$ cat config.mk
export PLATFORM = sky130hd
export DESIGN_NAME = bubble_host_reader
export DESIGN_NICKNAME = d
export VERILOG_FILES = /design/src/rtl/bubble_host_pkg.sv /design/src/rtl/bubble_host_sync.sv /design/src/rtl/bubble_host_reader.sv
export SDC_FILE = /design/constraint.sdc
export NUM_CORES = 1
export LEC_CHECK = 0
export ABC_AREA = 1
export CAP_MARGIN = 20
export CORE_ASPECT_RATIO = 0.5
export CORE_MARGIN = 1.5
export CORE_UTILIZATION = 59
export CTS_BUF_LIST = sky130_fd_sc_hd__clkbuf_8
export DETAILED_ROUTE_END_ITERATION = 16
export GPL_TIMING_DRIVEN = 0
export HOLD_SLACK_MARGIN = 0.02
export PLACE_DENSITY = 0.82
export SLEW_MARGIN = 20
export SYNTH_ARGS = -nofsm -noshare
export SYNTH_HDL_FRONTEND = slang
export SYNTH_SLANG_ARGS = --single-unit
$ cat constraint.sdc
create_clock -name MCLK -period 1.7 [get_ports MCLK]
set_clock_uncertainty 0.1 [all_clocks]
set_input_delay 0.425 -clock MCLK [delete_from_list [all_inputs] [get_ports MCLK]]
set_output_delay 0.425 -clock MCLK [all_outputs]
set_load 0.005 [all_outputs]
$ cat src/rtl/bubble_host_pkg.sv
// Shared types and constants for the host-side bubble page reader.
package bubble_host_pkg;

  typedef enum logic [2:0] {
    IDLE,
    BSS,
    REP,
    SHIFT,
    DONE_S,
    ERR
  } hostState_e;

  localparam int LANES_2          = 2;
  localparam int LANES_4          = 4;
  localparam int EDGES_PER_BYTE_2 = 4;
  localparam int EDGES_PER_BYTE_4 = 2;

  localparam int CNT_W      = 3;
  localparam int BYTE_CNT_W = 7;
  localparam int WDOG_W     = 7;

  // Number of bubble-clock edges needed to fill one byte for the latched lane width.
  function automatic logic [CNT_W-1:0] edgesPerByte(input logic wide);
    return wide ? CNT_W'(EDGES_PER_BYTE_4) : CNT_W'(EDGES_PER_BYTE_2);
  endfunction

  // Bits arrive LSB first, so new lanes enter at the top and older ones drift down.
  function automatic logic [7:0] shiftIn(input logic [7:0] cur, input logic [3:0] din, input logic wide);
    return wide ? {din, cur[7:LANES_4]} : {din[1:0], cur[7:LANES_2]};
  endfunction

endpackage

$ cat src/rtl/bubble_host_sync.sv
// Brings the emulator's CLKOUT and data lanes into the MCLK domain and flags
// each rising bubble-clock edge together with the data seen at that edge.
module bubble_host_sync
  import bubble_host_pkg::*;
(
  input  logic       clk_i,
  input  logic       rst_ni,
  input  logic       bclk_i,
  input  logic [3:0] din_i,
  output logic       bedge_o,
  output logic [3:0] dinSync_o
);

  logic       bclkMeta_q;
  logic       bclkSync_q;
  logic       bclkPrev_q;
  logic       bedge_q;
  logic [3:0] dinMeta_q;
  logic [3:0] dinSync_q;
  logic [3:0] dinOut_q;

  // Two-flop synchroniser; clock and data go through identical stages so they stay aligned.
  always_ff @(posedge clk_i or negedge rst_ni) begin
    if (!rst_ni) begin
      bclkMeta_q <= 1'b0;
      bclkSync_q <= 1'b0;
      dinMeta_q  <= '0;
      dinSync_q  <= '0;
    end else begin
      bclkMeta_q <= bclk_i;
      bclkSync_q <= bclkMeta_q;
      dinMeta_q  <= din_i;
      dinSync_q  <= dinMeta_q;
    end
  end

  // Registered rising-edge detect with the matching data sample captured alongside it.
  always_ff @(posedge clk_i or negedge rst_ni) begin
    if (!rst_ni) begin
      bclkPrev_q <= 1'b0;
      bedge_q    <= 1'b0;
      dinOut_q   <= '0;
    end else begin
      bclkPrev_q <= bclkSync_q;
      bedge_q    <= bclkSync_q & ~bclkPrev_q;
      dinOut_q   <= dinSync_q;
    end
  end

  assign bedge_o   = bedge_q;
  assign dinSync_o = dinOut_q;

endmodule

$ cat src/rtl/bubble_host_reader.sv
// Host-side bubble page reader: sequences the bubble control strobes, shifts in
// the emulator's data lanes on each bubble-clock edge and emits a page of bytes.
module bubble_host_reader
  import bubble_host_pkg::*;
#(
  parameter int BSS_CYC        = 4,
  parameter int REP_CYC        = 2,
  parameter int BYTES_PER_PAGE = 64,
  parameter int TIMEOUT_MCLK   = 96
) (
  input  logic       MCLK,
  input  logic       nRESET,
  input  logic       START,
  input  logic       BOOTMODE,
  input  logic       BITWIDTH4,
  input  logic       BCLKIN,
  input  logic [3:0] DIN,
  output logic       nBSS,
  output logic       nBSEN,
  output logic       nREPEN,
  output logic       nBOOTEN,
  output logic       nSWAPEN,
  output logic [7:0] BYTE,
  output logic       BYTE_VALID,
  output logic       BUSY,
  output logic       DONE,
  output logic       TIMEOUT
);

  hostState_e            state_q;
  logic                  boot_q;
  logic                  wide_q;
  logic [CNT_W-1:0]      edgeCnt_q;
  logic [BYTE_CNT_W-1:0] byteCnt_q;
  logic [WDOG_W-1:0]     wdog_q;
  logic [7:0]            shift_q;
  logic [7:0]            byte_q;
  logic                  byteValid_q;
  logic                  busy_q;
  logic                  done_q;
  logic                  timeout_q;
  logic                  nBss_q;
  logic                  nBsen_q;
  logic                  nRepen_q;
  logic                  nBooten_q;

  logic                  bedge;
  logic [3:0]            dinS;
  logic [7:0]            shift_d;
  logic                  active;
  logic                  wdogExpired;

  bubble_host_sync uSync (
    .clk_i     (MCLK),
    .rst_ni    (nRESET),
    .bclk_i    (BCLKIN),
    .din_i     (DIN),
    .bedge_o   (bedge),
    .dinSync_o (dinS)
  );

  assign shift_d     = shiftIn(shift_q, dinS, wide_q);
  assign active      = (state_q == BSS) || (state_q == REP) || (state_q == SHIFT);
  assign wdogExpired = (wdog_q == WDOG_W'(TIMEOUT_MCLK - 1));

  // Watchdog: restarts on every bubble-clock edge and is held clear outside an active read.
  always_ff @(posedge MCLK or negedge nRESET) begin
    if (!nRESET) begin
      wdog_q <= '0;
    end else if (active) begin
      wdog_q <= bedge ? '0 : wdog_q + 1'b1;
    end else begin
      wdog_q <= '0;
    end
  end

  // Read sequencer with registered strobes and one-cycle status pulses.
  always_ff @(posedge MCLK or negedge nRESET) begin
    if (!nRESET) begin
      state_q     <= IDLE;
      boot_q      <= 1'b0;
      wide_q      <= 1'b0;
      edgeCnt_q   <= '0;
      byteCnt_q   <= '0;
      shift_q     <= '0;
      byte_q      <= '0;
      byteValid_q <= 1'b0;
      busy_q      <= 1'b0;
      done_q      <= 1'b0;
      timeout_q   <= 1'b0;
      nBss_q      <= 1'b1;
      nBsen_q     <= 1'b1;
      nRepen_q    <= 1'b1;
      nBooten_q   <= 1'b1;
    end else begin
      byteValid_q <= 1'b0;
      done_q      <= 1'b0;
      timeout_q   <= 1'b0;
      if (active && !bedge && wdogExpired) begin
        state_q   <= ERR;
        nBss_q    <= 1'b1;
        nBsen_q   <= 1'b1;
        nRepen_q  <= 1'b1;
        nBooten_q <= 1'b1;
      end else begin
        case (state_q)
          IDLE: begin
            if (START) begin
              state_q   <= BSS;
              boot_q    <= BOOTMODE;
              wide_q    <= BITWIDTH4;
              edgeCnt_q <= '0;
              byteCnt_q <= '0;
              shift_q   <= '0;
              busy_q    <= 1'b1;
              nBss_q    <= 1'b0;
            end
          end
          BSS: begin
            if (bedge) begin
              if (edgeCnt_q == CNT_W'(BSS_CYC - 1)) begin
                state_q   <= REP;
                edgeCnt_q <= '0;
                nRepen_q  <= 1'b0;
                nBooten_q <= ~boot_q;
              end else begin
                edgeCnt_q <= edgeCnt_q + 1'b1;
              end
            end
          end
          REP: begin
            if (bedge) begin
              if (edgeCnt_q == CNT_W'(REP_CYC - 1)) begin
                state_q   <= SHIFT;
                edgeCnt_q <= '0;
                nRepen_q  <= 1'b1;
                nBsen_q   <= 1'b0;
              end else begin
                edgeCnt_q <= edgeCnt_q + 1'b1;
              end
            end
          end
          SHIFT: begin
            if (bedge) begin
              shift_q <= shift_d;
              if (edgeCnt_q == edgesPerByte(wide_q) - 1'b1) begin
                edgeCnt_q   <= '0;
                byte_q      <= shift_d;
                byteValid_q <= 1'b1;
                byteCnt_q   <= byteCnt_q + 1'b1;
                if (byteCnt_q == BYTE_CNT_W'(BYTES_PER_PAGE - 1)) begin
                  state_q   <= DONE_S;
                  nBss_q    <= 1'b1;
                  nBsen_q   <= 1'b1;
                  nRepen_q  <= 1'b1;
                  nBooten_q <= 1'b1;
                end
              end else begin
                edgeCnt_q <= edgeCnt_q + 1'b1;
              end
            end
          end
          DONE_S: begin
            done_q  <= 1'b1;
            busy_q  <= 1'b0;
            state_q <= IDLE;
          end
          ERR: begin
            timeout_q <= 1'b1;
            busy_q    <= 1'b0;
            state_q   <= IDLE;
          end
          default: begin
            state_q <= IDLE;
          end
        endcase
      end
    end
  end

  assign nBSS       = nBss_q;
  assign nBSEN      = nBsen_q;
  assign nREPEN     = nRepen_q;
  assign nBOOTEN    = nBooten_q;
  assign nSWAPEN    = 1'b1;
  assign BYTE       = byte_q;
  assign BYTE_VALID = byteValid_q;
  assign BUSY       = busy_q;
  assign DONE       = done_q;
  assign TIMEOUT    = timeout_q;

endmodule

-- Word level (Yosys, flattened, before mapping)
Cells that the tools add are included.
- logic and storage cells: 138
- input bits: 10
- output and inout port bits: 17
- register bits: 62
- add/subtract/negate cells: 4
- reduce and logical (&&, ||, !) cells: 25
- bitwise logic cells: 4
- muxes and demuxes: 59
- equality and inequality tests: 23
- operator list (kind ; count):
    $mux W3 ; 17
    $mux W7 ; 5
    $mux W1 ; 25
    $mux W8 ; 3
    $pmux W3 S4 ; 2
    $ne A3 B1 Y1 const B ; 7
    $reduce_and A6 Y1 ; 3
    $pmux W8 S2 ; 1
    $reduce_and A8 Y1 ; 2
    $add A7 B1 Y7 const B ; 2
    $pmux W7 S2 ; 1
    $reduce_and A5 Y1 ; 2
    $eq A3 B2 Y1 const B ; 3
    $reduce_bool A3 Y1 ; 3
    $ne A2 B1 Y1 const B ; 4
    $pmux W1 S2 ; 4
    $reduce_and A4 Y1 ; 2
    $reduce_bool A4 Y1 ; 2
    $eq A7 B6 Y1 const B ; 1
    $eq A7 B7 Y1 const B ; 1
    $eq A3 B1 Y1 const B ; 2
    $eq A3 B3 Y1 const B ; 2
    $reduce_and A3 Y1 ; 2
    $reduce_bool A2 Y1 ; 2
    other kinds (13) ; 17

-- Depth between registers and ports, before layout
- depth after elaboration: 7
- depth in mapped cells: 11
- gate-level depth less buffers: 11

-- Modules after synthesis
A second synthesis with hierarchy kept.
- cells, all modules: 310
- area total of the unflattened synthesis: 2787.7 um^2
- by module, submodules not included (module ; sequential area each (um^2) ; cells an instance ; times used ; area an instance (um^2)):
    bubble_host_reader ; 1106.1 ; 292 ; 1 ; 2377.3
    bubble_host_sync ; 400.4 ; 18 ; 1 ; 410.4

-- Worst setup path after synthesis
Ideal clock, no wire load.
- path type: flip-flop to flip-flop
- from: register wdog_q[0]
- to: register state_q[1]
- arrival time: 1.282 ns
- setup slack: 0.202 ns
- path buffers: 0
- library setup time: 0.117 ns
- required time: 1.483 ns
- cell stages (with the launch flop): 9
- period minus slack after synthesis: 1.498 ns
- cell sequence: dfrtp_1 ha_1 nand3_1 nor2_1 nand3_1 a21oi_1 nand2_1 nand2_1 nand2_1
- word-level cells in the longest chain between the ends: 4
- elaborated cells between the ends (all ways): 12
- those cells by class: 9 x eq/ne; 1 x mux; 2 x reduce/logical
- ends and longest elaborated chain (what ; RTL line ; text):
    start, declared ; bubble_host_reader.sv:35 ; logic [WDOG_W-1:0] wdog_q;
    start signal, assigned ; bubble_host_reader.sv:71 ; wdog_q <= bedge ? '0 : wdog_q + 1'b1;
    $eq A7 B7 Y1 (*) ; bubble_host_reader.sv:64 ; assign wdogExpired = (wdog_q == WDOG_W'(TIMEOUT_MCLK - 1));
    $logic_and A1 B1 Y1 (*) ; bubble_host_reader.sv:99 ; if (active && !bedge && wdogExpired) begin
    $ne A3 B1 Y1 (no source line) / $ne A3 B3 Y1 (equally long branches) ; n/a ;
    $reduce_and A8 Y1 (no source line) ; n/a ;
    end signal, assigned ; bubble_host_reader.sv:80 ; state_q <= IDLE;
    end signal, assigned ; bubble_host_reader.sv:100 ; state_q <= ERR;
    end signal, assigned ; bubble_host_reader.sv:109 ; state_q <= BSS;
    end, declared ; bubble_host_reader.sv:30 ; hostState_e state_q;
Every way passes the cells marked *; elsewhere a longest branch is shown, timed or not.
A chain may end at the register's enable or synchronous reset.

-- Final worst setup path
- from: register nBsen_q, in the netlist nBSEN
- to: output port nBSEN
- RTL lines (what ; RTL line ; text):
    start, declared ; bubble_host_reader.sv:43 ; logic nBsen_q;
    start signal, assigned ; bubble_host_reader.sv:92 ; nBsen_q <= 1'b1;
    start signal, assigned ; bubble_host_reader.sv:102 ; nBsen_q <= 1'b1;
    start signal, assigned ; bubble_host_reader.sv:137 ; nBsen_q <= 1'b0;
    end, declared ; bubble_host_reader.sv:19 ; output logic nBSEN,
No word-level cell between the ends.

==> results.yml <==
outcome:
  outcome: "finished with violations"
  violations: "design-rule violations"
layout:
  layout-drive-gt1-share_pct: 20.98
  final_nets: 359
  fillerInstances: 323
  syn_to_final_growth_pct: 24.63
  final_cell_count_no_fill: 405
  finish.utilization_pct: 76.78
  antennaDiodeCount: 0
detailed_routing:
  firstDrtPassIters: 10
  initialDrtViolationCount: 84
  detail_route.wirelength_mm: 5.632
  ant_nets: 0
  drc: 3
  number_of_vias_in_the_routed_layout: 2137
  wl_cell_um: 13.91
  post_drt_via_cell_ratio: 5.277
logic_synthesis:
  synth.top_cell.area_share_pct: 51.66
  yosysTopAreaCell: "sky130_fd_sc_hd__dfrtp_1"
  post_synth_most_frequent_cells: "sky130_fd_sc_hd__nand2_1 (62), sky130_fd_sc_hd__dfrtp_1 (56), sky130_fd_sc_hd__inv_1 (36), sky130_fd_sc_hd__nor2_1 (35), sky130_fd_sc_hd__o21ai_0 (19)"
  synth_flop_cell: "sky130_fd_sc_hd__dfrtp_1"
  yosys.cell_count.top_type: "sky130_fd_sc_hd__nand2_1"
  synthesis.area_um2: 2713
  async_reset_ff_share_pct: 100.0
  synth.net_count: 314
  post_synth_inst_count: 298
  synth_sequential_area_ratio_pct: 55.54
  postSynthAreaPerCell_um2: 9.103
  ys_types: 33
  number_of_flops_mapped_to_enable_cells_by_yosys: 0
  synth.top_cells.by_area: "sky130_fd_sc_hd__dfrtp_1 (52%), sky130_fd_sc_hd__nand2_1 (8.6%), sky130_fd_sc_hd__inv_1 (5.0%)"
  synth.ff_latch_count: 60
  yosysWarningCount: 0
floorplanning:
  die_area_um2: 5038
  width_of_the_chip_um: 98.89
  core_region_area_um2: 4403
  floorplan.rows: 17
  dieHeight_um: 50.95
  top_level_ports: 27
  initial_utilization_pct: 61.61
place:
  gp_congestion: 0.9350
  dp_hpwl_mm: 3.582
  numPortBuffers: 25
  place.detailed.instances: 380
clock_tree:
  h_tree_depth: 3
  clock_latency_ps: 340
  num_clock_sinks: 60
  cts_buffers: 9
  cts_tree: "yes"
  postCtsHoldBufs: 0
  cts.root.buffer_cell: "sky130_fd_sc_hd__clkbuf_8"
  worst_setup_hold_path_clk_slew_ps: 60
  cts_max_path_buffers: 2
setup_path:
  setup.worst_path.start_class: "register"
  cp_required_ps: 1170
  timing.critical_path.slowest_stage_cell: "sky130_fd_sc_hd__dfstp_2"
  path_max_fanout: 2
  crit_type: "register to output pin"
  setup.worst_path.end_class: "output pin"
  worst-path-buf-inv: 1
  critical_path.cell_chain: "dlygate4sd2_1"
  crit_family: "flip-flops"
  worst_path_largest_cell_delay_ps: 560
  critPathArrivalTime_ps: 1130
timing:
  max_slew.worst_pin.slew_ps: 743.5
  whs_ps: 39.52
  finalMaxSlewViolations: 0
  final_period_util_pct: 97.43
  fmaxAchievable_ghz: 0.6037
  rsz0062_at_grt: "yes"
  period_minus_ws_final_ps: 1656
  total_count_of_hold_check_failures_in_the_final_report: 0
  relative_slew_margins_pct: 50.44
  setup-violations-final: 0
grt:
  vias_in_the_first_global_route: 2119
  grt_overflow_total: 0
  antenna_found_initial: 0
  grt_usage_pct: 24.94
  grt_start_max_net_pins: 61
  global_route_wire_length_before_repair_mm: 9.328
power:
  total_leakage_power_uw: 0.001673
  power.density_nw_per_um2: 1712
  power.ir.vdd_worst_uv: 820.7
hold_path:
  worst_hold_path_type: "input pin to asynchronous set/reset pin"
run:
  max_cap_violations: 0
[state kept, by name, indices dropped and copies added (netlist names), 3 cells and up]
signal,cells
BYTE,8
byteCnt_q,7
wdog_q,7
shift_q,6
uSync.dinMeta_q,4
uSync.dinSync_o,4
uSync.dinSync_q,4
edgeCnt_q,3
state_q,3
[power by group]
part / total (uW) / internal [uW] / switching [uW]
registers: 2160 / 1860 / 302
logic: 2240 / 899 / 1340
clock network: 1390 / 851 / 536
[logic make-up (layout without fill, tap and decap cells)]
kind of cell / after synthesis / after routing / share of synthesized area (%)
buffers and inverters: 46 / 96 / 6.918
other: 1 / 1 / 0.1382
XOR/XNOR: 4 / 4 / 1.291
AND/OR/NAND/NOR: 125 / 125 / 19.42
flip-flops: 60 / 60 / 55.53
adder cells (fa/ha/maj): 6 / 6 / 2.767
multiplexers: 4 / 4 / 1.476
AO/OA/AOI/OAI: 52 / 52 / 12.45
[final cells by class]
class                   instances  area (um^2)  area share (%)
plain buffers                   7        45.04           1.332
clock buffers                  10        137.6           4.071
clock inverters                 6        80.08           2.369
inverters                      39        146.4           4.330
multi-input cells             192         1085           32.09
flip-flops and latches         60         1509           44.63
well taps                      57        71.32           2.110
repair buffers                 34        306.5           9.067
[layout by cell type, fill, tap and decap left out, types with 2 or more instances in the layout]
master and count:
sky130_fd_sc_hd__o21ai_2 5, sky130_fd_sc_hd__o31ai_2 5, sky130_fd_sc_hd__nor3_1 4, sky130_fd_sc_hd__nand3_2 2, sky130_fd_sc_hd__dlymetal6s2s_1 3, sky130_fd_sc_hd__o21ai_0 19
sky130_fd_sc_hd__dlygate4sd2_1 13, sky130_fd_sc_hd__inv_1 37, sky130_fd_sc_hd__nand2_2 9, sky130_fd_sc_hd__nor2_4 5, sky130_fd_sc_hd__nor2_2 2, sky130_fd_sc_hd__dfstp_2 4
sky130_fd_sc_hd__xor2_1 4, sky130_fd_sc_hd__clkdlybuf4s50_1 8, sky130_fd_sc_hd__ha_1 4, sky130_fd_sc_hd__a21oi_1 8, sky130_fd_sc_hd__buf_4 12, sky130_fd_sc_hd__clkbuf_8 10
sky130_fd_sc_hd__buf_2 3, sky130_fd_sc_hd__dfrtp_1 54, sky130_fd_sc_hd__inv_2 4, sky130_fd_sc_hd__nand2_1 58, sky130_fd_sc_hd__a21boi_0 2, sky130_fd_sc_hd__nor2_1 31
sky130_fd_sc_hd__mux2i_1 4, sky130_fd_sc_hd__a31oi_1 2, sky130_fd_sc_hd__dfrtp_2 2, sky130_fd_sc_hd__o21ai_1 5, sky130_fd_sc_hd__bufinv_16 2, sky130_fd_sc_hd__nand3_1 12
sky130_fd_sc_hd__ha_2 2
[metal layers]
metal | vias up | track usage [%] | part of all wire (%)
met5 | - | 0 | 0
met4 | 0 | 10.48 | 1.3
met3 | 9 | 8.892 | 5.1
met2 | 51 | 42.99 | 49
met1 | 1037 | 28.89 | 45
li1 | 1040 | - | -
[metrics by stage]
stage	TNS [ps]	instance area [um^2]	power, uW	setup slack [ps]
global route	-486.0	3381	6179	-76.28
global placement	-97850	3034	4109	-1660
finish	0	3381	5787	43.67
CTS	0	3301	5644	2.142
floorplan	0	2713	3517	201.8
detailed placement	-1262	3032	4185	-106.8
[repair_timing]
action,CTS,global route
setup buffers,6,3
resized for setup,20,19
endpoints found under the setup margin,22,33
pin swaps,1,1
[final timing paths]
kind                       depth (start not counted)                      endpoint                         start  slack, ps
max                                                1                         nBSEN             nBSEN$_DFFE_PN1P_         40
min                                                1           BYTE[4]$_DFFE_PN0P_                        nRESET         40
max reg2reg                                        7      edgeCnt_q[0]$_DFFE_PN0P_        state_q[1]$_DFFE_PN0P_         40
min reg2reg                                        0  uSync.dinSync_q[1]$_DFF_PN0_  uSync.dinMeta_q[1]$_DFF_PN0_        250
max in group asynchronous                          1        state_q[2]$_DFFE_PN0P_                        nRESET        910
min in group MCLK                                  0  uSync.dinSync_q[1]$_DFF_PN0_  uSync.dinMeta_q[1]$_DFF_PN0_        250
No activity file was read; power rests on OpenSTA's default activity.
